**config.mk**
```make
export PLATFORM = sky130hd
export DESIGN_NAME = misr_multi_periph
export DESIGN_NICKNAME = d
export VERILOG_FILES = /design/src/rtl/misr_pkg.sv /design/src/rtl/misr_lane.sv /design/src/rtl/misr_multi_periph.sv
export SDC_FILE = /design/constraint.sdc
export NUM_CORES = 1
export LEC_CHECK = 0
export ABC_AREA = 1
export CAP_MARGIN = 30
export CORE_ASPECT_RATIO = 0.9
export CORE_MARGIN = 1.5
export CORE_UTILIZATION = 61
export CTS_CLUSTER_DIAMETER = 60
export CTS_CLUSTER_SIZE = 8
export DETAILED_ROUTE_END_ITERATION = 6
export PLACE_DENSITY = 0.95
export SETUP_SLACK_MARGIN = 0.02
export SLEW_MARGIN = 20
export SYNTH_ARGS = -nofsm -noshare
export SYNTH_HDL_FRONTEND = slang
export SYNTH_HIERARCHICAL = 1
export SYNTH_SLANG_ARGS = --single-unit
```
**constraint.sdc**
```tcl
create_clock -name clk_i -period 6.5 [get_ports clk_i]
set_clock_uncertainty 0.05 [all_clocks]
set_input_delay 0.975 -clock clk_i [delete_from_list [all_inputs] [get_ports clk_i]]
set_output_delay 0.975 -clock clk_i [all_outputs]
set_load 0.02 [all_outputs]
```
**src/rtl/misr_pkg.sv**
```systemverilog
// Shared definitions for the multi-lane MISR peripheral: register offsets,
// CONTROL bit positions and the sequencer state encoding.
package misr_pkg;

    // Byte offsets from the peripheral base address
    localparam int unsigned OffControl   = 32'h000;
    localparam int unsigned OffCoeff     = 32'h040;
    localparam int unsigned OffSignature = 32'h080;
    localparam int unsigned OffDone      = 32'h0C0;
    localparam int unsigned OffLength    = 32'h100;
    localparam int unsigned OffSeed      = 32'h140;

    // CONTROL register fields
    localparam int unsigned CtrlEnBit  = 0;
    localparam int unsigned CtrlClrBit = 1;
    localparam int unsigned CtrlSelLsb = 8;
    localparam int unsigned CtrlSelW   = 4;

    typedef enum logic [1:0] {
        StIdle,
        StRun,
        StDone
    } misr_state_e;

endpackage

```
**src/rtl/misr_lane.sv**
```systemverilog
// One MISR signature lane: load wins over step; step shifts left, folds the
// feedback polynomial in when the MSB falls out, and XORs in new data.
module misr_lane
    import misr_pkg::*;
#(
    parameter int unsigned W = 64
) (
    input  logic         clk_i,
    input  logic         rst_ni,
    input  logic         step_i,
    input  logic         load_i,
    input  logic [W-1:0] seed_i,
    input  logic [W-1:0] coeff_i,
    input  logic [W-1:0] data_i,
    output logic [W-1:0] sig_o
);

    logic [W-1:0] sig_q, sig_d;

    // Next signature: reload from seed, compact one word, or hold
    always_comb begin
        sig_d = sig_q;
        if (load_i) begin
            sig_d = seed_i;
        end else if (step_i) begin
            sig_d = {sig_q[W-2:0], 1'b0} ^ (sig_q[W-1] ? coeff_i : '0) ^ data_i;
        end
    end

    // Signature register
    always_ff @(posedge clk_i or negedge rst_ni) begin
        if (!rst_ni) begin
            sig_q <= '0;
        end else begin
            sig_q <= sig_d;
        end
    end

    assign sig_o = sig_q;

endmodule

```
**src/rtl/misr_multi_periph.sv**
```systemverilog
// Bus-mapped multi-lane MISR. A CONTROL write starts a run of LENGTH cycles
// during which each lane compacts its data whenever its strobe is high.
// Define MISR_SEED_EN to add a SEED register that clear loads into every lane.
module misr_multi_periph
    import misr_pkg::*;
#(
    parameter int unsigned NBIT_DATA  = 64,
    parameter int unsigned NBIT_ADDR  = 64,
    parameter int unsigned START_ADDR = 2**25,
    parameter int unsigned N_CH       = 4,
    parameter int unsigned NBIT_LEN   = 16
) (
    input  logic                            clk_i,
    input  logic                            rst_ni,
    input  logic                            req_i,
    input  logic                            we_i,
    input  logic [NBIT_ADDR-1:0]            addr_i,
    input  logic [NBIT_DATA-1:0]            data_i,
    output logic [NBIT_DATA-1:0]            data_o,
    input  logic [N_CH-1:0][NBIT_DATA-1:0]  ch_data_i,
    input  logic [N_CH-1:0]                 ch_valid_i,
    output logic                            done_o
);

    misr_state_e          state_q, state_d;
    logic [NBIT_LEN-1:0]  cnt_q, cnt_d;
    logic [NBIT_LEN-1:0]  len_q, len_d;
    logic [NBIT_DATA-1:0] coeff_q, coeff_d;
    logic [NBIT_DATA-1:0] rdata_q, rdata_d;
    logic [CtrlSelW-1:0]  sel_q, sel_d;
    logic                 en_q, en_d;
    logic                 done_q, done_d;

    logic [NBIT_ADDR-1:0] offset;
    logic                 wr, rd;
    logic                 hit_ctrl, hit_coeff, hit_sig, hit_done, hit_len;
    logic                 wr_ctrl, ctrl_clr, ctrl_en, terminal;
    logic                 load, step;
    logic [NBIT_DATA-1:0] seed_val;
    logic [NBIT_DATA-1:0] rdata;
    logic [NBIT_DATA-1:0] sig [N_CH];

    // Addresses below the base wrap to large offsets and fall out as unmapped
    assign offset    = addr_i - NBIT_ADDR'(START_ADDR);
    assign wr        = req_i & we_i;
    assign rd        = req_i & ~we_i;
    assign hit_ctrl  = (offset == NBIT_ADDR'(OffControl));
    assign hit_coeff = (offset == NBIT_ADDR'(OffCoeff));
    assign hit_sig   = (offset == NBIT_ADDR'(OffSignature));
    assign hit_done  = (offset == NBIT_ADDR'(OffDone));
    assign hit_len   = (offset == NBIT_ADDR'(OffLength));
    assign wr_ctrl   = wr & hit_ctrl;
    assign ctrl_clr  = wr_ctrl & data_i[CtrlClrBit];
    assign ctrl_en   = wr_ctrl & data_i[CtrlEnBit];
    assign terminal  = (cnt_q == len_q - NBIT_LEN'(1));

`ifdef MISR_SEED_EN
    logic                 hit_seed;
    logic [NBIT_DATA-1:0] seed_q, seed_d;

    assign hit_seed = (offset == NBIT_ADDR'(OffSeed));
    assign seed_d   = (wr && hit_seed) ? data_i : seed_q;
    assign seed_val = seed_q;

    // Seed register
    always_ff @(posedge clk_i or negedge rst_ni) begin
        if (!rst_ni) begin
            seed_q <= '0;
        end else begin
            seed_q <= seed_d;
        end
    end
`else
    assign seed_val = '0;
`endif

    // Sequencer next state and register-file writes
    always_comb begin
        state_d = state_q;
        cnt_d   = cnt_q;
        len_d   = len_q;
        coeff_d = coeff_q;
        sel_d   = sel_q;
        en_d    = en_q;
        done_d  = done_q;
        load    = 1'b0;
        step    = 1'b0;

        if (wr_ctrl) begin
            sel_d = data_i[CtrlSelLsb +: CtrlSelW];
            en_d  = data_i[CtrlEnBit];
        end
        if (wr && hit_coeff && state_q != StRun) begin
            coeff_d = data_i;
        end
        if (wr && hit_len && state_q != StRun) begin
            len_d = data_i[NBIT_LEN-1:0];
        end

        if (ctrl_clr) begin
            load    = 1'b1;
            cnt_d   = '0;
            done_d  = 1'b0;
            state_d = StIdle;
        end

        // A bus CONTROL write that affects the FSM overrides the run step
        if (ctrl_en && (ctrl_clr || state_q != StRun)) begin
            cnt_d = '0;
            if (len_q == '0) begin
                state_d = StDone;
                done_d  = 1'b1;
                en_d    = 1'b0;
            end else begin
                state_d = StRun;
                done_d  = 1'b0;
            end
        end else if (wr_ctrl && !ctrl_clr && !data_i[CtrlEnBit] && state_q == StRun) begin
            state_d = StIdle;
        end else if (state_q == StRun && !ctrl_clr) begin
            step  = 1'b1;
            cnt_d = cnt_q + NBIT_LEN'(1);
            if (terminal) begin
                state_d = StDone;
                done_d  = 1'b1;
                en_d    = 1'b0;
            end
        end
    end

    // Read mux; unmapped offsets and out-of-range lane selects read as zero
    always_comb begin
        rdata = '0;
        if (hit_ctrl) begin
            rdata[CtrlEnBit]                 = en_q;
            rdata[CtrlSelLsb +: CtrlSelW]    = sel_q;
        end else if (hit_coeff) begin
            rdata = coeff_q;
        end else if (hit_sig) begin
            for (int unsigned k = 0; k < N_CH; k++) begin
                if (sel_q == CtrlSelW'(k)) begin
                    rdata = sig[k];
                end
            end
        end else if (hit_done) begin
            rdata[0] = done_q;
        end else if (hit_len) begin
            rdata = NBIT_DATA'(len_q);
`ifdef MISR_SEED_EN
        end else if (hit_seed) begin
            rdata = seed_q;
`endif
        end
    end

    assign rdata_d = rd ? rdata : rdata_q;

    // Control, status and read-data registers
    always_ff @(posedge clk_i or negedge rst_ni) begin
        if (!rst_ni) begin
            state_q <= StIdle;
            cnt_q   <= '0;
            len_q   <= '0;
            coeff_q <= '0;
            sel_q   <= '0;
            en_q    <= 1'b0;
            done_q  <= 1'b0;
            rdata_q <= '0;
        end else begin
            state_q <= state_d;
            cnt_q   <= cnt_d;
            len_q   <= len_d;
            coeff_q <= coeff_d;
            sel_q   <= sel_d;
            en_q    <= en_d;
            done_q  <= done_d;
            rdata_q <= rdata_d;
        end
    end

    for (genvar k = 0; k < N_CH; k++) begin : g_lane
        misr_lane #(
            .W(NBIT_DATA)
        ) u_lane (
            .clk_i  (clk_i),
            .rst_ni (rst_ni),
            .step_i (step & ch_valid_i[k]),
            .load_i (load),
            .seed_i (seed_val),
            .coeff_i(coeff_q),
            .data_i (ch_data_i[k]),
            .sig_o  (sig[k])
        );
    end

    assign data_o = rdata_q;
    assign done_o = done_q;

endmodule
```
==> Word-level counts from Yosys, hierarchy flattened <==
Cells that the tools add are included.
{ "word_totals": {"wordCells": 113, "regBits": 424, "in_bits": 392} }
{ "classes": {"n_reduce_logical": 19, "n_bitwise": 18, "mux": 51, "n_eq_ne": 10, "n_addsub": 3} }
{ "ops": {"columns": ["op", "count"], "rows": [
  ["$mux 64", 18],
  ["$xor 64x64->64", 8],
  ["$eq 64x8->1 const B", 2],
  ["$mux 16", 5],
  ["$eq 64x7->1 const B", 1],
  ["$eq 64x9->1 const B", 1],
  ["$logic_not 64->1", 1],
  ["$sub 64x26->64 const B", 1],
  ["$mux 52", 1],
  ["$mux 1", 18],
  ["$add 16x1->16 const B", 1],
  ["$eq 16x16->1", 1],
  ["$logic_not 16->1", 1],
  ["$sub 16x1->16 const B", 1],
  ["$mux 15", 1],
  ["$mux 2", 6],
  ["$and 1x1->1", 9],
  ["$logic_and 1x1->1", 9],
  ["$eq 4x2->1 const B", 2],
  ["$reduce_bool 2->1", 4],
  ["$mux 7", 1],
  ["$eq 4x1->1 const B", 1],
  ["$logic_not 4->1", 1],
  ["$mux 4", 1],
  ["5 further kinds", 6]
]} }

==> Logic depth before layout (Yosys ltp) <==
{ "depth": {"depth_word": 13, "ltp_mapped": 25} }

==> Modules after synthesis <==
The synthesis kept the hierarchy.
{ "modules_own_cells": {"columns": ["module", "instances", "cells_each", "area_each_um2"], "rows": [
  ["misr_lane", 4, 854, 5081.1],
  ["misr_multi_periph", 1, 1868, 12405.6]
]} }

==> Worst setup path after synthesis <==
OpenSTA, ideal clock, no wires.
{ "synth_path": {"path_kind": "input port to flip-flop", "start": "input addr_i[25]", "end": "register g_lane[0].u_lane.sig_q[10]", "path_slack_ns": 1.655, "arrival_time_ns": 4.674, "path_stages": 19, "path_buffers": 2, "cell_sequence": "inv_1 ha_1 buf_2 nand2_2 nor2_4 nand2_2 nor2_1 nand2_1 nand2_1 nand2_1 nor2_1 nand2_1 nor2_1 nand4_1 nor3_1 nor2_4 buf_6 nand3_1 nand2_1"} }
{ "synth_between": {"elab_chain_len": 12} }
{ "synth_lines": {"columns": ["element", "line_no", "rtl"], "rows": [
  ["start: declaration", "misr_multi_periph.sv:17", "input logic [NBIT_ADDR-1:0] addr_i,"],
  ["$sub 64x26->64 *", "misr_multi_periph.sv:44", "assign offset = addr_i - NBIT_ADDR'(START_ADDR);"],
  ["$logic_not 64->1 *", "misr_multi_periph.sv:47", "assign hit_ctrl = (offset == NBIT_ADDR'(OffControl));"],
  ["$and 1x1->1 *", "misr_multi_periph.sv:52", "assign wr_ctrl = wr & hit_ctrl;"],
  ["$and 1x1->1 *", "misr_multi_periph.sv:53", "assign ctrl_clr = wr_ctrl & data_i[CtrlClrBit];"],
  ["via ctrl_clr", "misr_multi_periph.sv:37", "logic wr_ctrl, ctrl_clr, ctrl_en, terminal;"],
  ["$logic_not 1->1", "misr_multi_periph.sv:118, misr_multi_periph.sv:120", null],
  ["$logic_and 1x1->1 (3 in a row)", "misr_multi_periph.sv:118", "end else if (wr_ctrl && !ctrl_clr && !data_i[CtrlEnBit] && state_q == StRun) begin"],
  ["$mux 1", "misr_multi_periph.sv:118", null],
  ["$mux 1", "misr_multi_periph.sv:108", "if (ctrl_en && (ctrl_clr || state_q != StRun)) begin"],
  ["$and 1x1->1", "misr_multi_periph.sv:187", ".step_i (step & ch_valid_i[k]),"],
  ["$reduce_bool 2->1 (no source line)", null, null],
  ["end signal: assignment", "misr_lane.sv:35", "sig_q <= sig_d;"],
  ["end: declaration", "misr_lane.sv:18", "logic [W-1:0] sig_q, sig_d;"]
]} }
Mark *: on every way through the listed nets, which the timed path passes. The rest lies on a longest branch.
A chain may end at the register's enable or synchronous reset.

==> Worst setup path after layout <==
{ "layout_path": {"start": "input addr_i[25]", "end": "register g_lane[3].u_lane.sig_q[32]"} }
{ "layout_between": {"elab_chain_len": 12} }
{ "layout_lines": {"columns": ["element", "line_no"], "rows": [
  ["$sub 64x26->64 *", "misr_multi_periph.sv:44"],
  ["$logic_not 64->1 *", "misr_multi_periph.sv:47"],
  ["$and 1x1->1 *", "misr_multi_periph.sv:52"],
  ["$and 1x1->1", "misr_multi_periph.sv:53"],
  ["$logic_not 1->1", "misr_multi_periph.sv:118, misr_multi_periph.sv:120"],
  ["$logic_and 1x1->1 (3 in a row)", "misr_multi_periph.sv:118"],
  ["$mux 1", "misr_multi_periph.sv:118"],
  ["$mux 1", "misr_multi_periph.sv:108"],
  ["$and 1x1->1", "misr_multi_periph.sv:187"],
  ["$reduce_bool 2->1 (no source line)", null],
  ["end signal: assignment", "misr_lane.sv:35"],
  ["end: declaration", "misr_lane.sv:18"]
]} }
Every way passes the cells marked *; elsewhere a longest branch is shown, timed or not.

==> results.yml <==
floorplan:
  die_area_mm2: 0.0551
  core_area_mm2: 0.0531
  fp.dieH_um: 223
  initial_core_util_pct: 61.7
  fp.dieW_um: 247
  ios: 457
  rows: 80
sta:
  max_freq_mhz: 191
  setup_viol: 0
  tns_ns: 0
  max_slew_margin_pct: 28.1
  grt_setup_unrepaired: "false"
  worst_slew_pin_slew_ns: 1.08
  final_max_slew_viol_count: 0
  period_minus_slack_ns: 5.23
  fin_crit_sh_pct: 80.4
  setup_ws_ns: 1.27
  hold_violations: 0
finish:
  multi_input_area_mm2: 0.0183
  final.fill_count: 4069
  finalInstanceArea_mm2: 0.0402
  nets: 6312
  layout.area.seq_mm2: 0.0106
  syn2layout_area_growth_pct: 22.8
  drive_gt1_share_pct: 3.58
synth:
  ys_async_sr_fraction_pct: 100
  ys_ff_latch: 424
  yosysSeqAreaShare_pct: 32.4
  avgSynthCellArea_um2: 6.19
  synth_ff_type: "dfrtp_1"
  yosysUniqueCellTypes: 49
  netlist_area_mm2: 0.0327
  synthCells: 5284
  synth_edf_count: 0
  ys_warn_count: 6
clock_tree:
  cts_made_buffers: 59
  clk_latency_ns: 0.63
  clock_sink_count: 424
  htree_levels: 2
  cts.repair.resized: 0
  cts_hold_buf: 0
  tritoncts: "done"
  root_buffer: "clkbuf_16"
  cts_setup_buffers: 0
  cts_buffer_depth: 3
  path_clk_slew_ns: 0.05
grt:
  grt_pass1_vias: 36200
  grt_max_degree: 159
  track_usage_pct: 43.0
  antenna_found_initial: 24
  overflow: 0
  grt_first_pass_wirelength_mm: 187
worst_setup_path:
  arrival_ns: 5.72
  r2r_setup_slack_ns: 2.93
  crit_required_ns: 6.99
  crit_path_end: "g_lane[3].u_lane/sig_o[32]$_DFFE_PN0P_"
  r2r_end: "g_lane[3].u_lane/sig_o[32]$_DFFE_PN0P_"
  cp_max_fo: 50
  start_kind: "input pin"
  endpoint_kind: "flip-flop"
  cp-startpoint: "addr_i[25]"
  rr_worst_depth: 12
  r2r-start: "state_q[0]$_DFF_PN0_"
  critPathKind: "input pin to flip-flop"
power:
  p_leak_nw: 22.6
  vdd_ir_drop_max_uv: 191
  powerDensity_mw_per_mm2: 153
placed_design:
  numPortBuffers: 456
  pre_cts_slack_ns: 0.956
  postPlaceCellArea_mm2: 0.0385
  gp_congestion: 0.997
  dp_hpwl_mm: 82.1
run_status:
  outcome: "complete, but fails checks"
  failed_checks: "design-rule violations"
routing:
  post-route-drc-count: 1
  drt-total-wl_mm: 120
  viasPerCell: 5.71
  wl_per_cell_um: 18.2
  vias: 37900
  antenna_left: 0
  drt-pass1-iter-count: 7
  drtIter0Drc: 5066
worst_hold_path:
  hold_class: "input pin to asynchronous set/reset pin"
run:
  maxCapViolCount: 0
-- cell type report --
cell class | count | area share [%]
multi-input cells | 3939 | 45.5
flip-flops and latches | 424 | 26.4
repair buffers | 496 | 12.6
inverters | 996 | 9.31
clock buffers | 65 | 3.86
well taps | 697 | 2.17
diodes | 17 | 0.106
clock inverters | 2 | 0.0249
-- kinds of logic (layout without fill, tap and decap cells) --
group	after synthesis	in the layout	share of synthesized area [%]
flip-flops	424	424	32.4
AND/OR/NAND/NOR	3071	3071	38.8
adder cells (fa/ha/maj)	4	4	0.153
other	1	273	0.0115
AO/OA/AOI/OAI	528	528	10.8
multiplexers	48	48	2.06
buffers and inverters	1176	1559	14.9
XOR/XNOR	32	32	0.856
-- flip-flops by register name, indices dropped and copies added, names as in the netlist --
signal,cells
g_lane.u_lane/sig_o,256
len_q,16
coeff_q,64
done_o,1
cnt_q,16
sel_q,4
state_q,2
data_o,64
en_q,1
-- per-layer routing --
layer	track usage (%)	share of wire [%]	vias up
li1	-	-	17600
met1	54.5	37	17000
met2	66.4	44	2694
met3	10.5	13	571
met4	25.3	6.0	12
met5	0	0.058	-
-- power by group --
part	switching (mW)	total, mW	leakage [nW]	internal, mW
logic	0.366	0.664	15.9	0.298
clock network	1.20	2.84	0.770	1.64
registers	0	2.64	5.88	2.64
-- cell usage after synthesis (2+ instances only) --
cell       count  area, um2
mux2_1        12        135
nand2_1     2148       8060
xor2_1        23        201
nor2_4        12        135
nor2_8         2       40.0
o2111ai_1      5       43.8
a31oi_1        2       12.5
buf_6         29        327
buf_1          5       18.8
buf_4         46        345
nand3b_1      10       75.1
a21oi_1        9       45.0
ha_1           4       50.1
xnor2_1        9       78.8
or2_2          6       37.5
buf_2         48        240
nor4_1        12       75.1
clkbuf_1      52        195
nor3_1        19       95.1
nand3_4        2       35.0
o22ai_1       94        588
nor2_2        10       62.6
nor2_1       209        785
inv_2         12       45.0
nand3_1      588       2940
nand4_1       31        194
o21ai_0      105        526
a22oi_1      256       1920
o21ai_1       17       85.1
mux2_4        36        541
and3_1         2       12.5
a221oi_1       7       61.3
o211ai_1      29        218
and2_1         3       18.8
inv_1        983       3690
nand2_2       11       68.8
dfrtp_1      424      10600
-- how the worst min path moves through the flow --
stage	from	end	slack [ns]
4_1_cts	rst_ni	g_lane[3].u_lane/sig_o[18]$_DFFE_PN0P_	0.35
2_1_floorplan	sel_q[3]$_DFFE_PN0N_	sel_q[3]$_DFFE_PN0N_	0.43
3_3_place_gp	data_o[63]$_DFFE_PN0P_	data_o[63]$_DFFE_PN0P_	0.41
5_1_grt	rst_ni	data_o[19]$_DFFE_PN0P_	0.35
6_report	rst_ni	data_o[19]$_DFFE_PN0P_	0.29
3_5_place_dp	data_o[63]$_DFFE_PN0P_	data_o[63]$_DFFE_PN0P_	0.41
-- cells in the final DEF, fill, tap and decap left out, types with 94 or more instances in the layout --
cell type,Yosys,routed
o21ai_0,105,105
inv_1,983,983
a22oi_1,256,256
o22ai_1,94,94
nand2_1,2148,2147
nor2_1,209,206
conb_1,1,256
clkdlybuf4s50_1,0,455
dfrtp_1,424,420
nand3_1,588,586
-- worst max-delay path, stage by stage --
cell and delay (ns):
clkdlybuf4s50_1 0.42, inv_1 0.13, ha_1 0.37, nand2_2 0.16, nor2_4 0.21, nand2_2 0.12, nor2_1 0.20, nand3_1 0.10
nand2_1 0.08, nor2_1 0.04, nand2_1 0.05, nor2_1 0.06, nand4_1 0.24, nor2_1 0.10, nand3_1 0.36, nand2_2 0.20
nor2_1 0.31, inv_2 0.08, nor2_4 0.39, buf_4 0.69, nand3_1 0.23, nand2_1 0.10
-- through the flow --
| stage | cells | hold slack (ns) | util, % | power [mW] |
|---|---|---|---|---|
| after global routing | 6636 | 0.352 | 75.7 | 6.31 |
| after CTS | 6616 | 0.349 | 75.5 | 6.12 |
| after floorplan | 5539 | 0.426 | - | 2.92 |
| final | 6636 | 0.290 | 75.7 | 6.14 |
| after global placement | 6546 | 0.411 | 72.5 | 3.31 |
| after detailed placement | 6549 | 0.414 | 72.6 | 3.32 |
Power figures use the tool's default switching activity.
